## src/rtl/decode_issue_block.sv

```systemverilog
// -----------------------------------------------------------------------------
// decode_issue_block
//
// Decode and issue stage of a small 8-bit pipeline. It decodes a 16-bit
// instruction word, reads operands from an 8x8 register file (with bypass
// from the writeback slot), detects a distance-1 read-after-write hazard
// against the instruction in EX, and inserts exactly one NOP bubble when one
// is found. Results come back on ans_ex and are written into the register
// file from the WB slot.
//
// Ports
//   clk          in   1  rising-edge clock for all state
//   reset        in   1  synchronous active-high reset
//   instr        in  16  [15:11] opcode, [10:8] rd, [7:5] rs, [7:0] imm8
//   instr_valid  in   1  instr holds a valid instruction
//   instr_ready  out  1  instr consumed on an edge with valid & ready
//   io_in        in   8  external input-port value
//   ans_ex       in   8  registered execution result (writeback data)
//   op_dec       out  5  registered opcode to execute
//   A            out  8  registered operand A  (R[rd])
//   B            out  8  registered operand B  (imm8 or R[rs])
//   data_in      out  8  registered io_in sample
//   stall_cnt    out  8  saturating count of hazard bubbles
// -----------------------------------------------------------------------------
module decode_issue_block (
    input  logic        clk,
    input  logic        reset,
    input  logic [15:0] instr,
    input  logic        instr_valid,
    output logic        instr_ready,
    input  logic [7:0]  io_in,
    input  logic [7:0]  ans_ex,
    output logic [4:0]  op_dec,
    output logic [7:0]  A,
    output logic [7:0]  B,
    output logic [7:0]  data_in,
    output logic [7:0]  stall_cnt
);

    typedef enum logic {
        RUN   = 1'b0,
        STALL = 1'b1
    } state_t;

    localparam logic [4:0] OP_NOP = 5'b11100;

    // Field extraction
    logic [4:0] opcode;
    logic [2:0] rd;
    logic [2:0] rs;
    logic [7:0] imm8;

    assign opcode = instr[15:11];
    assign rd     = instr[10:8];
    assign rs     = instr[7:5];
    assign imm8   = instr[7:0];

    // State
    state_t     state_q;
    logic [4:0] op_dec_q;
    logic [7:0] a_q;
    logic [7:0] b_q;
    logic [7:0] data_in_q;
    logic [7:0] stall_cnt_q;
    logic [2:0] ex_rd_q;
    logic       ex_wen_q;
    logic [2:0] wb_rd_q;
    logic       wb_wen_q;
    logic [7:0] rf_q [8];

    // Decode
    logic       wen_dec;
    logic       b_is_imm;
    logic [7:0] rd_val;
    logic [7:0] rs_val;
    logic       hazard;
    logic       issue;
    logic [7:0] stall_cnt_d;
    logic [7:0] rf_we;

    always_comb begin
        wen_dec = 1'b0;
        case (opcode) inside
            [5'd0:5'd2], [5'd4:5'd7], [5'd8:5'd10],
            [5'd12:5'd15], [5'd20:5'd22], [5'd25:5'd27]: wen_dec = 1'b1;
            default:                                     wen_dec = 1'b0;
        endcase
    end

    assign b_is_imm = (opcode[4:3] == 2'b01);

    // Bypass: the value being written this cycle is the one to read.
    assign rd_val = (wb_wen_q && (wb_rd_q == rd)) ? ans_ex : rf_q[rd];
    assign rs_val = (wb_wen_q && (wb_rd_q == rs)) ? ans_ex : rf_q[rs];

    // EX result is not available yet, so any dependency on it must wait one
    // cycle; after the bubble the producer sits in WB and the bypass covers it.
    // Checking EX before WB also guarantees the newer value wins when both
    // slots target the same register.
    assign hazard = ex_wen_q &&
                    ((ex_rd_q == rd) || (!b_is_imm && (ex_rd_q == rs)));

    assign issue       = instr_valid && ((state_q == STALL) || !hazard);
    assign instr_ready = !reset &&
                         ((state_q == STALL) || !(instr_valid && hazard));

    assign stall_cnt_d = (stall_cnt_q == 8'hFF) ? 8'hFF : stall_cnt_q + 8'd1;

    // Per-register write enables from the WB slot
    genvar gi;
    generate
        for (gi = 0; gi < 8; gi++) begin : g_rf_we
            assign rf_we[gi] = wb_wen_q && (wb_rd_q == 3'(gi));
        end
    endgenerate

    always_ff @(posedge clk) begin
        if (reset) begin
            for (int i = 0; i < 8; i++) begin
                rf_q[i] <= 8'h00;
            end
        end else begin
            for (int i = 0; i < 8; i++) begin
                if (rf_we[i]) begin
                    rf_q[i] <= ans_ex;
                end
            end
        end
    end

    // Issue FSM with registered outputs
    always_ff @(posedge clk) begin
        if (reset) begin
            state_q     <= RUN;
            op_dec_q    <= OP_NOP;
            a_q         <= 8'h00;
            b_q         <= 8'h00;
            data_in_q   <= 8'h00;
            stall_cnt_q <= 8'h00;
            ex_rd_q     <= 3'd0;
            ex_wen_q    <= 1'b0;
            wb_rd_q     <= 3'd0;
            wb_wen_q    <= 1'b0;
        end else begin
            wb_rd_q  <= ex_rd_q;
            wb_wen_q <= ex_wen_q;

            if (issue) begin
                op_dec_q  <= opcode;
                a_q       <= rd_val;
                b_q       <= b_is_imm ? imm8 : rs_val;
                data_in_q <= io_in;
                ex_rd_q   <= rd;
                ex_wen_q  <= wen_dec;
            end else begin
                op_dec_q  <= OP_NOP;
                a_q       <= 8'h00;
                b_q       <= 8'h00;
                ex_rd_q   <= 3'd0;
                ex_wen_q  <= 1'b0;
            end

            case (state_q)
                RUN: begin
                    if (instr_valid && hazard) begin
                        state_q     <= STALL;
                        stall_cnt_q <= stall_cnt_d;
                    end
                end
                STALL: begin
                    state_q <= RUN;
                end
                default: begin
                    state_q <= RUN;
                end
            endcase
        end
    end

    assign op_dec    = op_dec_q;
    assign A         = a_q;
    assign B         = b_q;
    assign data_in   = data_in_q;
    assign stall_cnt = stall_cnt_q;

endmodule

```

## config.mk

```make
export PLATFORM = sky130hd
export DESIGN_NAME = decode_issue_block
export DESIGN_NICKNAME = d
export VERILOG_FILES = /design/src/rtl/decode_issue_block.sv
export SDC_FILE = /design/constraint.sdc
export NUM_CORES = 1
export LEC_CHECK = 0
export BUFFER_PORTS_ARGS = -buffer_cell sky130_fd_sc_hd__buf_2
export CAP_MARGIN = 20
export CORE_MARGIN = 5
export CORE_UTILIZATION = 56
export CTS_CLUSTER_DIAMETER = 100
export DETAILED_ROUTE_END_ITERATION = 8
export PLACE_DENSITY = 0.78
export RECOVER_POWER = 100
export SYNTH_ARGS = -nofsm -noshare
export SYNTH_HDL_FRONTEND = slang
export SYNTH_SLANG_ARGS = --single-unit
```

## constraint.sdc

```tcl
create_clock -name clk -period 3.7 [get_ports clk]
set_input_delay 0.74 -clock clk [delete_from_list [all_inputs] [get_ports clk]]
set_output_delay 0.74 -clock clk [all_outputs]
set_load 0.005 [all_outputs]
```

Word level (Yosys, flattened, before mapping)
Memory sizes are Yosys's and may differ from the RTL's.
Cells that the tools add are included.
- word-level logic and storage cells: 120
- input port bits: 35
- register bits: 46
- memories kept: 1
- memory bits (writable): 64
- output and inout port bits: 38
- equality and inequality tests: 13
- add/subtract/negate cells: 1
- reduce and logical (&&, ||, !) cells: 32
- $lt $le $gt $ge: 12
- bitwise logic cells: 10
- mux-type cells: 41
- memories (name ; words ; bits a word ; read ports ; clocked after Yosys merged registers in ; write ports ; RTL line ; RTL):
    rf_q ; 8 ; 8 ; 2 ; 0 ; 8 ; 69 ; logic [7:0] rf_q [8];
- operators by type and width (kind ; number):
    8-bit 2-to-1 mux ; 12
    1-bit 2-to-1 mux ; 28
    1-bit logical AND ; 21
    3-bit equality test ; 4
    3-bit equality test (second input constant) ; 4
    5-bit by 4-bit >= comparator with 1-bit output (second input constant) ; 2
    5-bit >= comparator (second input constant) ; 2
    5-bit by 4-bit less-or-equal comparator with 1-bit output (second input constant) ; 2
    5-bit less-or-equal comparator (second input constant) ; 2
    8-bit by 1-bit adder with 8-bit output (second input constant) ; 1
    8-bit equality test (second input constant) ; 1
    1-bit OR ; 8
    3-bit by 2-bit equality test with 1-bit output (second input constant) ; 2
    6-bit OR reduction ; 1
    5-bit by 1-bit >= comparator with 1-bit output (second input constant) ; 1
    5-bit by 3-bit >= comparator with 1-bit output (second input constant) ; 1
    5-bit by 2-bit less-or-equal comparator with 1-bit output (second input constant) ; 1
    5-bit by 3-bit less-or-equal comparator with 1-bit output (second input constant) ; 1
    1-bit zero test ; 4
    3-bit by 1-bit equality test with 1-bit output (second input constant) ; 1
    3-bit zero test ; 1
    1-bit logical OR ; 3
    2-bit by 1-bit equality test with 1-bit output (second input constant) ; 1
    1-bit inverter ; 2
    other kinds (3) ; 3

Depth between registers and ports, before layout
Gate-level depths: netlist (run 1).
- depth after elaboration: 10
- depth in mapped cells: 8
- depth with buffers taken out: 6

Least setup slack after synthesis (run 1)
Ideal clock, no wire load.
- path type: input -> output
- from: in instr[8]
- to: out instr_ready
- path buffers: 1
- arrival time: 1757 ps
- stages: 6
- slack: 1203 ps
- cell sequence: buf_6 > xor2_1 > nor4_2 > a21o_2 > and2_1 > nor2_1
- cells in the longest elaborated chain, start to end: 7
- RTL lines (item ; RTL line ; RTL):
    start: declaration ; 28 ; input logic [15:0] instr,
    3-bit equality test ; 101 ; ((ex_rd_q == rd) || (!b_is_imm && (ex_rd_q == rs)));
    1-bit logical OR ; 101 ;
    1-bit logical AND ; 100 ; assign hazard = ex_wen_q &&
    1-bit logical AND ; 105 ; ((state_q == STALL) || !(instr_valid && hazard));
    1-bit zero test ; 105 ;
    1-bit logical OR ; 105 ;
    1-bit logical AND ; 104 ; assign instr_ready = !reset &&
    end: declaration ; 30 ; output logic instr_ready,
No other way between the ends.

Worst setup path after layout (run 1)
- from: in instr[15]
- to: out instr_ready
- cells in the longest elaborated chain, start to end: 9
- RTL lines (item ; RTL line ; RTL):
    2-bit by 1-bit equality test with 1-bit output ; 90 ; assign b_is_imm = (opcode[4:3] == 2'b01);
    1-bit zero test ; 101 ;
    1-bit logical AND ; 101 ;
    1-bit logical OR ; 101 ;
    1-bit logical AND ; 100 ;
    1-bit logical AND ; 105 ;
    1-bit zero test ; 105 ;
    1-bit logical OR ; 105 ;
    1-bit logical AND ; 104 ;
No other way between the ends.

==> flow_metrics.py, run 1 <==
metrics = {
    "critical_path": {
        "crit_required_ns": 2.96,
        "critical_path_class": "in2out",
        "worstPathMaxFanout": 17,
        "start_kind": "primary input",
        "crit_arrival_ns": 2.46,
        "end_kind": "output port",
    },
    "sta": {
        "period_needed_ns": 3.196,
        "rsz0062_at_grt": "no",
        "slew_viol_final": 0,
        "worst_pin_slew_ns": 0.9692,
        "max-slew-margin-rel": 0.3539,
        "hold_viol": 0,
        "skew_ns": 0.01293,
        "tns_ns": 0,
        "finalSetupViolations": 0,
        "fin_crit_sh": 0.8638,
        "fmax_ghz": 0.3129,
    },
    "routing": {
        "wire_per_inst_um": 19.39,
        "first_pass_iters": 5,
        "dr.first_iter.drc_count": 341,
        "route.vias.total": 3663,
        "routed_via_density": 6.005,
        "ant_nets": 0,
        "drc_errors": 0,
        "wl_um": 11830,
    },
    "cts": {
        "cts_buffers": 9,
        "ctsHtreeMaxLevel": 3,
        "cts-resized-gates": 0,
        "worstSkewPairLatency_ns": 0.37,
        "postCtsSetupBuffers": 0,
        "root_buffer": "clkbuf_8",
        "clock_path_buffers": 2,
        "clock_sinks": 110,
        "ctsHoldBuffers": 0,
        "clkTransAtPathRegs_ns": 0.10,
        "cts_tree": "built",
    },
    "synth": {
        "synth.most_common_cell": "nor2_1",
        "synth_common_cells": "nor2_1, edfxtp_1, dfxtp_1",
        "synth_fa_ha_area_frac": 0.002423,
        "synth_top_flop_cell": "edfxtp_1",
        "yosys.area.top_type": "edfxtp_1",
        "synth_top_area_frac": 0.3722,
        "synth_xor_area_frac": 0.02035,
        "synth_compound_area_frac": 0.06736,
        "synth-simple-area-share": 0.1519,
        "syn_nets": 471,
        "ys_ff_latch": 110,
        "synth_edf_count": 64,
        "ys_seq_area_frac": 0.5505,
        "ys_types": 42,
        "synthTopCellsByArea": "edfxtp_1, dfxtp_1, mux4_2",
        "muxShareOfSynthArea": 0.1667,
        "syn_area_um2": 5164,
        "avgSynthCellArea_um2": 11.87,
        "synth-warning-count": 0,
        "async_flop_share": 0,
        "synth_cells": 435,
        "synth_top_family_by_area": "multiplexers",
    },
    "floorplan": {
        "core_area_um2": 9109,
        "die_h_um": 106.0,
        "die-width_um": 106.0,
        "core.rowCount": 35,
        "ios": 73,
        "start_util": 0.5669,
        "dieArea_um2": 11240,
    },
    "global_routing": {
        "antenna_found_initial": 0,
        "grt_pass1_vias": 3553,
        "track_usage": 0.2199,
        "grt_pass1_wl_um": 19020,
        "overflow": 0,
        "grt_max_degree": 27,
    },
    "status": {
        "status": "finished, final reports clean",
    },
    "layout": {
        "drive_gt1_frac": 0.2024,
        "n_antenna_cell": 0,
        "areaGrowthSynthToFinish_pct": 10.49,
        "layout.nets": 530,
    },
    "min_path": {
        "hold_class": "reg2reg",
    },
    "flow_run": {
        "cap_viol_max_count": 0,
    },
    "pwr": {
        "p_total_mw": 2.347,
        "p_per_area_nw_per_um2": 411.3,
        "ir_drop_v": 0.0001729,
        "power.leakage_nw": 2.274,
    },
    "place": {
        "place.gp.congestion": 0.8926,
        "dp_hpwl_um": 8899,
        "port_buffers": 72,
    },
}
## worst max-delay path, cell delays in order
cell and delay, ns:
clkbuf_1 0.13, nand2b_1 0.13, buf_4 0.20, nor4b_2 0.38, a21o_1 0.44, and2_0 0.22
nor2_1 0.05, buf_2 0.16
## kinds of logic (layout without fill, tap and decap cells)
group / after synthesis / after routing
xor+xnor: 12 / 12
mux: 56 / 56
fa+ha+maj: 1 / 1
buf+inv: 42 / 106
compound gates: 46 / 46
simple gates: 168 / 168
flops: 110 / 110
## worst paths after layout
path,startpoint,to,slack [ns],cells past startpoint
setup / recovery,instr[15],instr_ready,0.50,8
hold / removal,ex_wen_q,wb_wen_q,0.50,1
setup reg to reg,ex_wen_q,stall_cnt[3],1.68,5
hold reg to reg,ex_wen_q,wb_wen_q,0.50,1
## cell type report
cell class | instances | area [um^2]
Timing Repair Buffer | 78 | 380.4
Inverter | 12 | 45.04
Sequential cell | 110 | 2843
Tap cell | 111 | 138.9
Fill cell | 750 | 3403
Multi-Input combinational cell | 283 | 2110
Clock buffer | 9 | 123.9
Clock inverter | 7 | 65.06
## where the power goes
group | internal [mW] | switching [mW]
Sequential | 1.35 | 0.0303
Clock | 0.308 | 0.391
Combinational | 0.118 | 0.150
Total | 1.78 | 0.571
## layer usage
layer	vias to the layer above	global-route usage	routed length (um)	part of all wire
met5	-	0	0	0
met4	0	0.08233	282	0.024
met3	26	0.04250	1015	0.086
met2	180	0.3593	5715	0.48
met1	1746	0.2932	4812	0.41
li1	1711	-	-	-
## flip-flops by register name, indices dropped and copies added (netlist names)
register   count
data_in        8
wb_wen_q       1
stall_cnt      8
op_dec         5
A              8
wb_rd_q        3
state_q        1
ex_wen_q       1
B              8
ex_rd_q        3
rf_q          64
## per-stage QoR
stage          instances  worst slack, ns    util  hold slack (ns)  area, um^2
2_1_floorplan        435            1.203       -           0.4289        5164
3_3_place_gp         594           0.7179  0.6085           0.4680        5543
3_5_place_dp         594           0.6761  0.6085           0.4844        5543
4_1_cts              610           0.6723  0.6293           0.5063        5732
5_1_grt              610           0.3167  0.6264           0.5194        5705
6_report             610           0.5039  0.6264           0.5026        5705
## placed cells by master (no fill, tap or decap), types with 7 or more instances in the layout
cell | netlist | routed
clkbuf_8 | 0 | 9
clkbuf_1 | 13 | 18
xnor2_1 | 7 | 7
and3_1 | 20 | 20
a22oi_1 | 8 | 8
nor2_1 | 79 | 79
edfxtp_1 | 64 | 64
a211oi_1 | 13 | 13
mux4_2 | 24 | 24
nor2b_1 | 7 | 7
dfxtp_1 | 46 | 46
o211ai_1 | 8 | 8
nor3_1 | 10 | 10
mux2i_1 | 32 | 32
nand2_1 | 30 | 30
inv_1 | 12 | 12
buf_2 | 9 | 55
No activity file was read; power rests on OpenSTA's default activity.
==> run 2, diff against run 1 <==
Settings changed: GPL_TIMING_DRIVEN set to 0.
==> flow_metrics.py, run 2 (same netlist as run 1, synthesis figures left out) <==
metrics = {
    "status": {
        "status": "finished, final reports clean",
    },
    "floorplan": {
        "core.rowCount": 35,
        "start_util": 0.5669,
        "core_area_um2": 9109,
        "die_h_um": 106.0,
        "ios": 73,
        "dieArea_um2": 11240,
        "die-width_um": 106.0,
    },
    "cts": {
        "postCtsSetupBuffers": 0,
        "ctsHoldBuffers": 0,
        "cts-resized-gates": 0,
        "root_buffer": "clkbuf_8",
        "clock_sinks": 110,
        "cts_buffers": 9,
        "cts_tree": "built",
        "ctsHtreeMaxLevel": 3,
        "clkTransAtPathRegs_ns": 0.11,
        "worstSkewPairLatency_ns": 0.37,
        "clock_path_buffers": 2,
    },
    "sta": {
        "max-slew-margin-rel": 0.4077,
        "period_needed_ns": 3.097,
        "fmax_ghz": 0.3229,
        "holdWs_ns": 0.5085,
        "slew_viol_final": 0,
        "skew_ns": 0.01455,
        "hold_viol": 0,
        "fin_crit_sh": 0.8371,
        "tns_ns": 0,
        "worst_pin_slew_ns": 0.8832,
        "finalSetupViolations": 0,
        "rsz0062_at_grt": "no",
    },
    "critical_path": {
        "r2r_end": "data_in[7]",
        "crit_required_ns": 2.96,
        "r2r_slack_ns": 1.35,
        "start_kind": "primary input",
        "critical_path_class": "in2out",
        "worstPathMaxFanout": 8,
        "r2r_start": "ex_rd_q[2]",
        "end_kind": "output port",
        "crit_arrival_ns": 2.36,
        "ff2ff_path_depth": 6,
    },
    "min_path": {
        "hold_class": "reg2reg",
        "min_path_cells": 2,
        "hp-start": "data_in[6]",
        "holdPathEnd": "data_in[6]",
    },
    "global_routing": {
        "overflow": 0,
        "grt_pass1_wl_um": 20670,
        "antenna_found_initial": 0,
        "grt_max_degree": 19,
        "track_usage": 0.2391,
        "grt_pass1_vias": 3946,
    },
    "routing": {
        "dr.first_iter.drc_count": 318,
        "route.vias.total": 3894,
        "wl_um": 12940,
        "first_pass_iters": 5,
        "wire_per_inst_um": 20.51,
        "ant_nets": 0,
        "drc_errors": 0,
        "routed_via_density": 6.171,
    },
    "pwr": {
        "power.leakage_nw": 2.331,
        "p_per_area_nw_per_um2": 413.2,
        "p_total_mw": 2.394,
        "ir_drop_v": 0.0001705,
    },
    "layout": {
        "final_common_cell": "nor2_1",
        "areaGrowthSynthToFinish_pct": 12.21,
        "drive_gt1_frac": 0.2058,
        "postLayoutCellArea_um2": 5794,
        "layout_common_cells": "nor2_1, edfxtp_1, buf_2, dfxtp_1",
        "n_antenna_cell": 0,
        "largest_register_ffs": 64,
        "regMostFlops": "rf_q",
        "postLayoutCoreUtil": 0.6361,
        "layout.nets": 551,
    },
    "flow_run": {
        "cap_viol_max_count": 0,
    },
    "place": {
        "port_buffers": 69,
        "place.gp.congestion": 0.8663,
        "dp_hpwl_um": 9176,
        "dpl_cell_area_um2": 5648,
    },
}
-- run 2: critical path, cell delays in order --
cell	delay, ns
clkbuf_1	0.14
nand2b_1	0.33
nor4b_1	0.46
a21o_2	0.28
and2_0	0.22
nor2_1	0.05
buf_2	0.14
-- run 2: metrics by stage --
step | std cells | setup WS [ns]
final | 631 | 0.6028
after global routing | 631 | 0.5062
after CTS | 631 | 0.7025
after floorplan | 435 | 1.203
after detailed placement | 615 | 0.7356
after global placement | 615 | 0.7772
-- run 2: metal layers --
| layer | vias to the layer above | GRT usage | routed length, um |
|---|---|---|---|
| met2 | 208 | 0.3934 | 6284 |
| met4 | 0 | 0.08603 | 246 |
| li1 | 1755 | - | - |
| met3 | 28 | 0.05889 | 1155 |
| met1 | 1903 | 0.3090 | 5256 |
| met5 | - | 0 | 0 |
-- run 2: cell type report --
type / count / area [um^2]
Sequential cell: 110 / 2843
Clock buffer: 9 / 123.9
Buffer: 30 / 150.1
Clock inverter: 7 / 73.82
Fill cell: 743 / 3314
Tap cell: 111 / 138.9
Inverter: 12 / 45.04
Multi-Input combinational cell: 283 / 2092
Timing Repair Buffer: 69 / 327.8
-- run 2: how the worst max path moves through the flow --
stage                   start  cells past startpoint  slack (ns)          end
floorplan            instr[8]                      6        1.20  instr_ready
global placement    instr[15]                      7        0.78  instr_ready
detailed placement  instr[15]                      7        0.74  instr_ready
CTS                 instr[15]                      7        0.70  instr_ready
global route        instr[15]                      7        0.51  instr_ready
finish              instr[15]                      7        0.60  instr_ready
-- run 2: where the power goes --
| group | internal [mW] | total, mW | switching (mW) | leakage [nW] |
|---|---|---|---|---|
| sequential | 1.35 | 1.38 | 0.0262 | 1.03 |
| clock | 0.316 | 0.734 | 0.418 | 0.101 |
| combinational | 0.123 | 0.285 | 0.162 | 1.20 |
| total | 1.79 | 2.39 | 0.606 | 2.33 |
